File: src/rtl/port_pattern_pkg.sv
// Shared types and constants for the test-pattern port sequencer.
// Optional feature macro: PORT_PATTERN_LFSR_EN (mode 11 becomes an 8-bit Galois LFSR).
package port_pattern_pkg;

  // Pattern mode, encoded as on the mode input.
  typedef enum logic [1:0] {
    MODE_COUNT     = 2'b00,
    MODE_WALK      = 2'b01,
    MODE_TOGGLE    = 2'b10,
    MODE_HOLD_LFSR = 2'b11
  } mode_e;

  // Sequencer states.
  typedef enum logic [1:0] {
    ST_IDLE = 2'b00,
    ST_RUN  = 2'b01,
    ST_DONE = 2'b10
  } state_e;

  // Feedback mask for x^8+x^6+x^5+x^4+1, right-shifting Galois form.
  localparam logic [7:0] LFSR_MASK = 8'hB8;

endpackage

File: src/rtl/port_pattern_tick.sv
// Prescaler: counts 0..divider while enabled and flags the cycle in which the
// count equals divider (one tick every divider+1 enabled cycles).
// Ports:
//   clk, rst      clock and asynchronous active-high reset
//   clear         forces the count to 0 (has priority over enable)
//   enable        advance the count
//   divider       terminal count (0 = tick every enabled cycle)
//   tick_c        combinational tick, high for one cycle at terminal count
module port_pattern_tick #(
  parameter int unsigned DIV_W = 16
) (
  input  logic             clk,
  input  logic             rst,
  input  logic             clear,
  input  logic             enable,
  input  logic [DIV_W-1:0] divider,
  output logic             tick_c
);

  logic [DIV_W-1:0] cnt;

  assign tick_c = enable && (cnt == divider);

  // Free count that wraps to 0 on each tick.
  always_ff @(posedge clk or posedge rst) begin
    if (rst) begin
      cnt <= '0;
    end else if (clear) begin
      cnt <= '0;
    end else if (enable) begin
      if (cnt == divider) cnt <= '0;
      else                cnt <= cnt + DIV_W'(1);
    end
  end

endmodule

File: src/rtl/port_pattern_ctrl.sv
// Burst sequencer for the test-pattern port: start/abort handshake, prescaled
// advance, selectable pattern mode, fixed burst length, update strobe.
// Optional feature macro: PORT_PATTERN_LFSR_EN (mode 11 = LFSR instead of HOLD;
// requires WIDTH == 8).
// Ports:
//   clk, rst     clock and asynchronous active-high reset
//   start        begin a burst (sampled in IDLE only)
//   abort        end a burst without done (sampled in RUN only)
//   mode         00 COUNT, 01 WALK, 10 TOGGLE, 11 HOLD/LFSR
//   divider      cycles between advances minus one
//   length       advances per burst
//   seed         port value loaded at start
//   port         registered pattern output
//   strobe       one-cycle pulse with each new port value
//   busy         high while running
//   done         one-cycle pulse at burst completion
module port_pattern_ctrl
  import port_pattern_pkg::*;
#(
  parameter int unsigned WIDTH = 8,
  parameter int unsigned DIV_W = 16,
  parameter int unsigned LEN_W = 16
) (
  input  logic             clk,
  input  logic             rst,
  input  logic             start,
  input  logic             abort,
  input  logic [1:0]       mode,
  input  logic [DIV_W-1:0] divider,
  input  logic [LEN_W-1:0] length,
  input  logic [WIDTH-1:0] seed,
  output logic [WIDTH-1:0] port,
  output logic             strobe,
  output logic             busy,
  output logic             done
);

`ifdef PORT_PATTERN_LFSR_EN
  if (WIDTH != 8) begin : g_lfsr_width_chk
    $error("port_pattern_ctrl: LFSR mode requires WIDTH == 8");
  end
`endif

  state_e           state_q, state_d;
  mode_e            mode_sh, mode_d;
  logic [DIV_W-1:0] div_sh, div_d;
  logic [LEN_W-1:0] len_sh, len_d;
  logic [LEN_W-1:0] step_q, step_d;
  logic [LEN_W-1:0] step_inc;
  logic [WIDTH-1:0] port_d, load_val, next_val;
  logic             strobe_d, busy_d, done_d;
  logic             tick_c;

  port_pattern_tick #(.DIV_W(DIV_W)) u_tick (
    .clk    (clk),
    .rst    (rst),
    .clear  (state_q != ST_RUN),
    .enable (state_q == ST_RUN),
    .divider(div_sh),
    .tick_c (tick_c)
  );

  assign step_inc = step_q + LEN_W'(1);

  // Next pattern value for the latched mode.
  always_comb begin
    next_val = port;
    case (mode_sh)
      MODE_COUNT:  next_val = port + WIDTH'(1);
      MODE_WALK:   next_val = (port == '0) ? WIDTH'(1) : {port[WIDTH-2:0], port[WIDTH-1]};
      MODE_TOGGLE: next_val = ~port;
`ifdef PORT_PATTERN_LFSR_EN
      MODE_HOLD_LFSR: next_val = (port >> 1) ^ (port[0] ? WIDTH'(LFSR_MASK) : '0);
`else
      MODE_HOLD_LFSR: next_val = port;
`endif
      default:     next_val = port;
    endcase
  end

  // Seed as loaded at start; an all-zero LFSR seed would lock up.
  always_comb begin
    load_val = seed;
`ifdef PORT_PATTERN_LFSR_EN
    if ((mode_e'(mode) == MODE_HOLD_LFSR) && (seed == '0)) load_val = WIDTH'(1);
`endif
  end

  // Next-state and registered-output values.
  always_comb begin
    state_d  = state_q;
    mode_d   = mode_sh;
    div_d    = div_sh;
    len_d    = len_sh;
    step_d   = step_q;
    port_d   = port;
    strobe_d = 1'b0;
    busy_d   = 1'b0;
    done_d   = 1'b0;
    case (state_q)
      ST_IDLE: begin
        if (start) begin
          mode_d  = mode_e'(mode);
          div_d   = divider;
          len_d   = length;
          step_d  = '0;
          port_d  = load_val;
          busy_d  = 1'b1;
          state_d = ST_RUN;
        end
      end
      ST_RUN: begin
        busy_d = 1'b1;
        if (abort) begin
          // Abort beats a coincident tick.
          busy_d  = 1'b0;
          state_d = ST_IDLE;
        end else if (len_sh == '0) begin
          busy_d  = 1'b0;
          done_d  = 1'b1;
          state_d = ST_DONE;
        end else if (tick_c) begin
          port_d   = next_val;
          strobe_d = 1'b1;
          step_d   = step_inc;
          if (step_inc == len_sh) begin
            busy_d  = 1'b0;
            done_d  = 1'b1;
            state_d = ST_DONE;
          end
        end
      end
      ST_DONE: state_d = ST_IDLE;
      default: state_d = ST_IDLE;
    endcase
  end

  // State register.
  always_ff @(posedge clk or posedge rst) begin
    if (rst) state_q <= ST_IDLE;
    else     state_q <= state_d;
  end

  // Shadow, counter and output registers.
  always_ff @(posedge clk or posedge rst) begin
    if (rst) begin
      mode_sh <= MODE_COUNT;
      div_sh  <= '0;
      len_sh  <= '0;
      step_q  <= '0;
      port    <= '0;
      strobe  <= 1'b0;
      busy    <= 1'b0;
      done    <= 1'b0;
    end else begin
      mode_sh <= mode_d;
      div_sh  <= div_d;
      len_sh  <= len_d;
      step_q  <= step_d;
      port    <= port_d;
      strobe  <= strobe_d;
      busy    <= busy_d;
      done    <= done_d;
    end
  end

endmodule

File: config.mk
export PLATFORM = sky130hd
export DESIGN_NAME = port_pattern_ctrl
export DESIGN_NICKNAME = d
export VERILOG_FILES = /design/src/rtl/port_pattern_pkg.sv /design/src/rtl/port_pattern_tick.sv /design/src/rtl/port_pattern_ctrl.sv
export SDC_FILE = /design/constraint.sdc
export NUM_CORES = 1
export LEC_CHECK = 0
export ABC_AREA = 1
export BUFFER_PORTS_ARGS = -buffer_cell sky130_fd_sc_hd__buf_4
export CORE_MARGIN = 4
export CORE_UTILIZATION = 45
export DETAILED_ROUTE_END_ITERATION = 8
export PLACE_DENSITY_LB_ADDON = 0.1
export SYNTH_ARGS = -nofsm -noshare
export SYNTH_HDL_FRONTEND = slang
export SYNTH_SLANG_ARGS = --single-unit
export TNS_END_PERCENT = 1
File: constraint.sdc
create_clock -name clk -period 2.4 [get_ports clk]
set_input_delay 0.36 -clock clk [delete_from_list [all_inputs] [get_ports clk]]
set_output_delay 0.36 -clock clk [all_outputs]
set_load 0.1 [all_outputs]
# Word level (Yosys, flattened, before mapping)
# Index checks and enable logic that the tools add are counted.
dict set report word_totals {
  mem_bits_rw 0
  input_bits 46
  mem_bits_ro 0
  wordCells 75
  out_inout_bits 11
  regBits 79
  mem_count 0
  latchBits 0
}
dict set report op_classes {
  shifts 0
  div_mod_pow 0
  muxes 36
  n_reduce_logical 11
  order_cmp 0
  n_mul 0
  add_sub_neg 3
  bitwise 1
  eq_ne 14
}
# cell n
set op_table {}
lappend op_table {{$mux W16} 7}
lappend op_table {{$mux W8} 5}
lappend op_table {{$add A16 B1 Y16 const B} 2}
lappend op_table {{$eq A16 B16 Y1} 2}
lappend op_table {{$pmux W16 S2} 1}
lappend op_table {{$pmux W8 S3} 1}
lappend op_table {{$logic_not A16 Y1} 1}
lappend op_table {{$pmux W8 S2} 1}
lappend op_table {{$mux W1} 14}
lappend op_table {{$mux W2} 5}
lappend op_table {{$ne A2 B2 Y1 const B} 5}
lappend op_table {{$add A8 B1 Y8 const B} 1}
lappend op_table {{$logic_not A8 Y1} 1}
lappend op_table {{$ne A4 B4 Y1 const B} 2}
lappend op_table {{$not A8 Y8} 1}
lappend op_table {{$reduce_and A6 Y1} 1}
lappend op_table {{$reduce_and A5 Y1} 1}
lappend op_table {{$eq A2 B1 Y1 const B} 2}
lappend op_table {{$eq A2 B2 Y1 const B} 2}
lappend op_table {{$logic_not A2 Y1} 2}
lappend op_table {{$pmux W2 S2} 1}
lappend op_table {{$reduce_bool A2 Y1} 2}
lappend op_table {{$reduce_and A3 Y1} 1}
lappend op_table {{$ne A2 B1 Y1 const B} 1}
lappend op_table {{other kinds (3)} 3}

# Longest topological paths before layout
dict set report logic_depth {
  ltp_word 7
  ltp_mapped 14
  ltp_nobuf 14
}

# Hierarchy
# Synthesis repeated with hierarchy kept, for this count alone.
dict set report hier_totals {
  cells_unflattened 682
  hier_area_um2 4720.8
}
# module area_per_inst_um2 instances cells_each
set modules_own_cells {}
lappend modules_own_cells {port_pattern_ctrl 3497.1 1 479}
lappend modules_own_cells {port_pattern_tick 1223.7 1 203}

# Worst setup path after synthesis
# No wires, ideal clock.
dict set report synth_timing {
  path_type {flip-flop to flip-flop}
  from {register port[0]}
  to {register port[6]}
  path_stages_with_launch 10
  t_arrival_ns 2.041
  period_less_slack_ns 2.171
  slack_ns 0.229
  setup_time_ns 0.129
  required_time_ns 2.271
  path_cell_list {dfrtp_1 > ha_1 > nand3_1 > nor2_1 > nand2_1 > xnor2_1 > nand2_1 > nand3_1 > o21ai_0 > o21ai_0}
}
dict set report synth_via {
  elab_chain_cells 7
  word_cells_on_any_way 8
  classes_between {add/sub: 1; mux: 6; reduce/logical: 1}
}
# item line_no
set synth_lines {}
lappend synth_lines {{start, declared} port_pattern_ctrl.sv:32} ;# output logic [WIDTH-1:0] port,
lappend synth_lines {{start signal, assigned} port_pattern_ctrl.sv:160} ;# port <= port_d;
lappend synth_lines {{branches (longest 2 deep; another with $add A8 B1 Y8)} -}
lappend synth_lines {{$pmux W8 S3 *} port_pattern_ctrl.sv:68} ;# case (mode_sh)
lappend synth_lines {{$mux W8 *} port_pattern_ctrl.sv:122} ;# end else if (tick_c) begin
lappend synth_lines {{$mux W8 *} port_pattern_ctrl.sv:118} ;# end else if (len_sh == '0) begin
lappend synth_lines {{$mux W8 *} port_pattern_ctrl.sv:114} ;# if (abort) begin
lappend synth_lines {{$pmux W8 S2 *} port_pattern_ctrl.sv:100} ;# case (state_q)
# Every way passes the cells marked *. The select of a mux whose other input is x is not followed.
# A chain may end at the register's enable or synchronous reset.

# Worst setup path after layout
dict set report layout_timing {
  from {register step_q[0]}
  to {register busy}
}
dict set report layout_via {
  elab_chain_cells 7
}
# item line_no
set layout_lines {}
lappend layout_lines {{start, declared} port_pattern_ctrl.sv:48} ;# logic [LEN_W-1:0] step_q, step_d;
lappend layout_lines {{start signal, assigned} port_pattern_ctrl.sv:159} ;# step_q <= step_d;
lappend layout_lines {{$add A16 B1 Y16} port_pattern_ctrl.sv:63} ;# assign step_inc = step_q + LEN_W'(1);
lappend layout_lines {{$eq A16 B16 Y1} port_pattern_ctrl.sv:126} ;# if (step_inc == len_sh) begin
lappend layout_lines {{$mux W1} port_pattern_ctrl.sv:126}
lappend layout_lines {{$mux W1} port_pattern_ctrl.sv:122}
lappend layout_lines {{$mux W1} port_pattern_ctrl.sv:118}
lappend layout_lines {{$mux W1} port_pattern_ctrl.sv:114}
lappend layout_lines {{$pmux W1 S2} port_pattern_ctrl.sv:100}
lappend layout_lines {{named net busy_d} port_pattern_ctrl.sv:51} ;# logic strobe_d, busy_d, done_d;
lappend layout_lines {{end signal, assigned} port_pattern_ctrl.sv:162} ;# busy <= busy_d;
lappend layout_lines {{end, declared} port_pattern_ctrl.sv:34} ;# output logic busy,
# The timed path passes the listed nets, and every way through them passes these cells.

==> results.md <==
- Status: finished, final reports clean
- Ant diodes: 0
- Initial antenna violation count: 0
- Fill count: 944
- Clock Skew: 0.00690 ns
- CTS tree: built
- Drt wl/cell: 13.9 um
- Type of origin of the critical path: flip-flop
- Die area: ~12000 sq um
- Port bufs: 56
- Final Hold Viols: 0
- ANT nets after route: 0
- First-pass GRT wire length: 18500 um
- Crit end category: flip-flop
- Crit path time final: slightly above 2 ns
- Worst path cell trace: ha_1 > nand2_1 > nor2_4 > nand3_1 > nand2_1 > nand2_1 > nand2_1 > nand2_1 > nor2_1 > nand2_1 > nor2_2 > nand3_2 > nand2_1 > nand2_1
- RSZ-0062 raised after global routing: false
- Vias: 3978
- Maximum number of pins on one net before global-route repair: 58
- Post-CTS Setup Bufs: 0
- Crit path required time: 2.63 ns
- Worst-Skew Late Latency: 0.35 ns
- Final setup TNS: 0 ns
- Post-cts sizing count: 0
- Final instance area: 5290 sq um
- Remaining DRCs: 0
- CP Max Fanout: 7
- Crit-path most repeated cell: nand2_1
- Commonest cells after routing, fill and taps aside: nand2_1 (184), dfrtp_1 (79), buf_4 (61), inv_1 (54), o21ai_0 (45)
- Layout cells sized above 1: 0.173
- Met2 WL: 5140 um
- Most common cell after layout, fill and taps aside: nand2_1
- Gr ovfl total: 0
- CP max stage delay: 0.41 ns
- Nets@finish: 702
- Power per standard cell area: approximately 840 nW/um^2
- Clock share of power: 0.219
- Worst hold path type: input pin to async pin
- Combinational group share of total power: 0.380
- Unique masters post-synth: 41
- TritonCTS sink count: slightly below 80
- Synth Register Bits: 79
- Drt total wl: 10900 um
- Mapped Area: 4530 sq um
- IO Count: between 50 and 60
- Worst-case clock buffer depth: 2
- Post-synth top flop: dfrtp_1
- Synth warn: 0
- Initial Utilization: 0.464
- Worst R2R Start: step_q[0]$_DFFE_PP0P_
- Ratio of final minimum period to clock period: 0.861
- Max VDD drop: 0.731 mV
- Avg Cell Area, Syn: 7.66 sq um
- RePlAce Congestion: between 0.8 and 0.9
- 1st-pass router iterations: 4
- Core area: 9770 sq um
- Placed Area: 5100 sq um
- Hold_buf cts: 0
- Num rows: 36
- Die H: 108 um
- Post-synth EDFFs: 0
- FMAX: 0.484 GHz
- Reg2reg end: busy$_DFF_PP0_
- Worst R2R Setup Slack: 0.33 ns
- Switching power: approximately 0.0019 W
- Setup violators final: 0
- Seq/Total Area, Yosys: 0.436
- Max-slew headroom: 0.629
- Int Power: 0.00257 W
- Final core occ: 0.541
- Die width: 108 um
- Max layer used: met4
- Sw Ratio: 0.424
- Sequential Power Share: 0.401
- LEAKAGE: 2.45 nW
- Syn Nets: 645
- Final HPWL DP: 7940 um
- Placed cells: 771
- Fin cells: 785
- CTS buffer count: 9
- Initial drt markers: 182
- Register area: approximately 2000 sq um
- Routed vias/inst: 5.07
- MaxCap Viol Count: 0
- Vias in the first global route: roughly 3900
- CP Data Arrival Time: 2.30 ns
- Clock Pin Slew Worst Setup and Hold Paths: 0.08 ns
- Critical path class: flip-flop to flip-flop
- Root Driver: clkbuf_8
- Cells on worst reg2reg path: 14
- Layout area overhead: 16.6%
- Pwr Total: 0.00447 W
- Critical Path Start: step_q[0]$_DFFE_PP0P_
- Met1 wire length: about 5000 um
- Max H-tree Level: 3
- Slowest cell on crit path: dfrtp_1
- Multi-input logic area: roughly 2200 sq um
- Synthesized instance count: just under 600
- Least-Margin Pin Slew: 0.556 ns
- Metal3 WL: slightly below 400 um
- Fin. max-slew vios: 0
- Synth async-reset ratio: 1.00
- GRT Overall Usage: 0.201
[worst max path at each step]
stage	end	slack (ns)
6_report	busy$_DFF_PP0_	0.33
2_1_floorplan	busy$_DFF_PP0_	0.02
3_5_place_dp	state_q[0]$_DFFE_PP0P_	0.36
5_1_grt	busy$_DFF_PP0_	0.13
4_1_cts	busy$_DFF_PP0_	0.33
3_3_place_gp	busy$_DFF_PP0_	0.38
[cell families after synthesis]
kind of cell,count (synthesis),synth area share
AO/OA/AOI/OAI,86,0.107
XOR/XNOR,23,0.0478
adder cells (fa/ha/maj),7,0.0193
buffers and inverters,74,0.0690
flip-flops,79,0.436
AND/OR/NAND/NOR,323,0.321
[routing by layer]
layer	up-vias	global-route usage
met1	1849	0.271
li1	2037	-
met2	79	0.326
met4	0	0.0784
met3	13	0.0304
met5	-	0
[flip-flops by register name, summed over array words and instances, names as in the netlist]
signal	count
step_q	16
busy	1
state_q	2
len_sh	16
u_tick.cnt	16
done	1
div_sh	16
mode_sh	2
strobe	1
port	8
[worst max-delay path: cells and delay by family (launching register included)]
kind / cells / cell delay (ns)
flops: 1 / 0.41
simple gates: 13 / 1.33
fa+ha+maj: 1 / 0.21
[through the flow]
stage | hold slack, ns | worst slack [ns]
3_5_place_dp | 0.454 | 0.362
4_1_cts | 0.0638 | 0.333
3_3_place_gp | 0.444 | 0.375
2_1_floorplan | 0.463 | 0.0166
5_1_grt | 0.0876 | 0.130
6_report | 0.0578 | 0.334
[area by class of cell]
cell class / instances / share of cell area
Clock buffer: 10 / 0.0260
Clock inverter: 4 / 0.00900
Inverter: 57 / 0.0405
Multi-Input combinational cell: 439 / 0.425
Sequential cell: 79 / 0.374
Tap cell: 133 / 0.0315
Timing Repair Buffer: 63 / 0.0942
[power groups by stage]
stage / clock [W] / sequential (W) / combinational [W]
2_1_floorplan: 0 / 0.00224 / 0.000814
3_3_place_gp: 0 / 0.00182 / 0.00167
3_5_place_dp: 0 / 0.00182 / 0.00170
4_1_cts: 0.00101 / 0.00179 / 0.00171
5_1_grt: 0.00107 / 0.00183 / 0.00187
6_report: 0.000976 / 0.00179 / 0.00170
[cell usage after synthesis (2+ instances only)]
master	number	area share
a21oi_1	20	0.022
buf_2	5	0.0055
clkbuf_1	10	0.0083
dfrtp_1	79	0.44
ha_1	7	0.019
inv_1	55	0.046
nand2_1	184	0.15
nand2_2	7	0.0097
nand3_1	43	0.047
nand3_2	5	0.011
nand3b_1	2	0.0033
nand4_1	17	0.023
nor2_1	36	0.030
nor2_2	10	0.014
nor2_4	3	0.0075
nor3_1	8	0.0088
nor3b_1	2	0.0033
o21a_1	2	0.0033
o21ai_0	45	0.050
o21ai_1	2	0.0022
o22ai_1	3	0.0041
o31ai_1	7	0.012
or2_2	2	0.0028
xnor2_1	17	0.033
xor2_1	5	0.0097
Note: power is estimated with default switching activity, not from simulation.
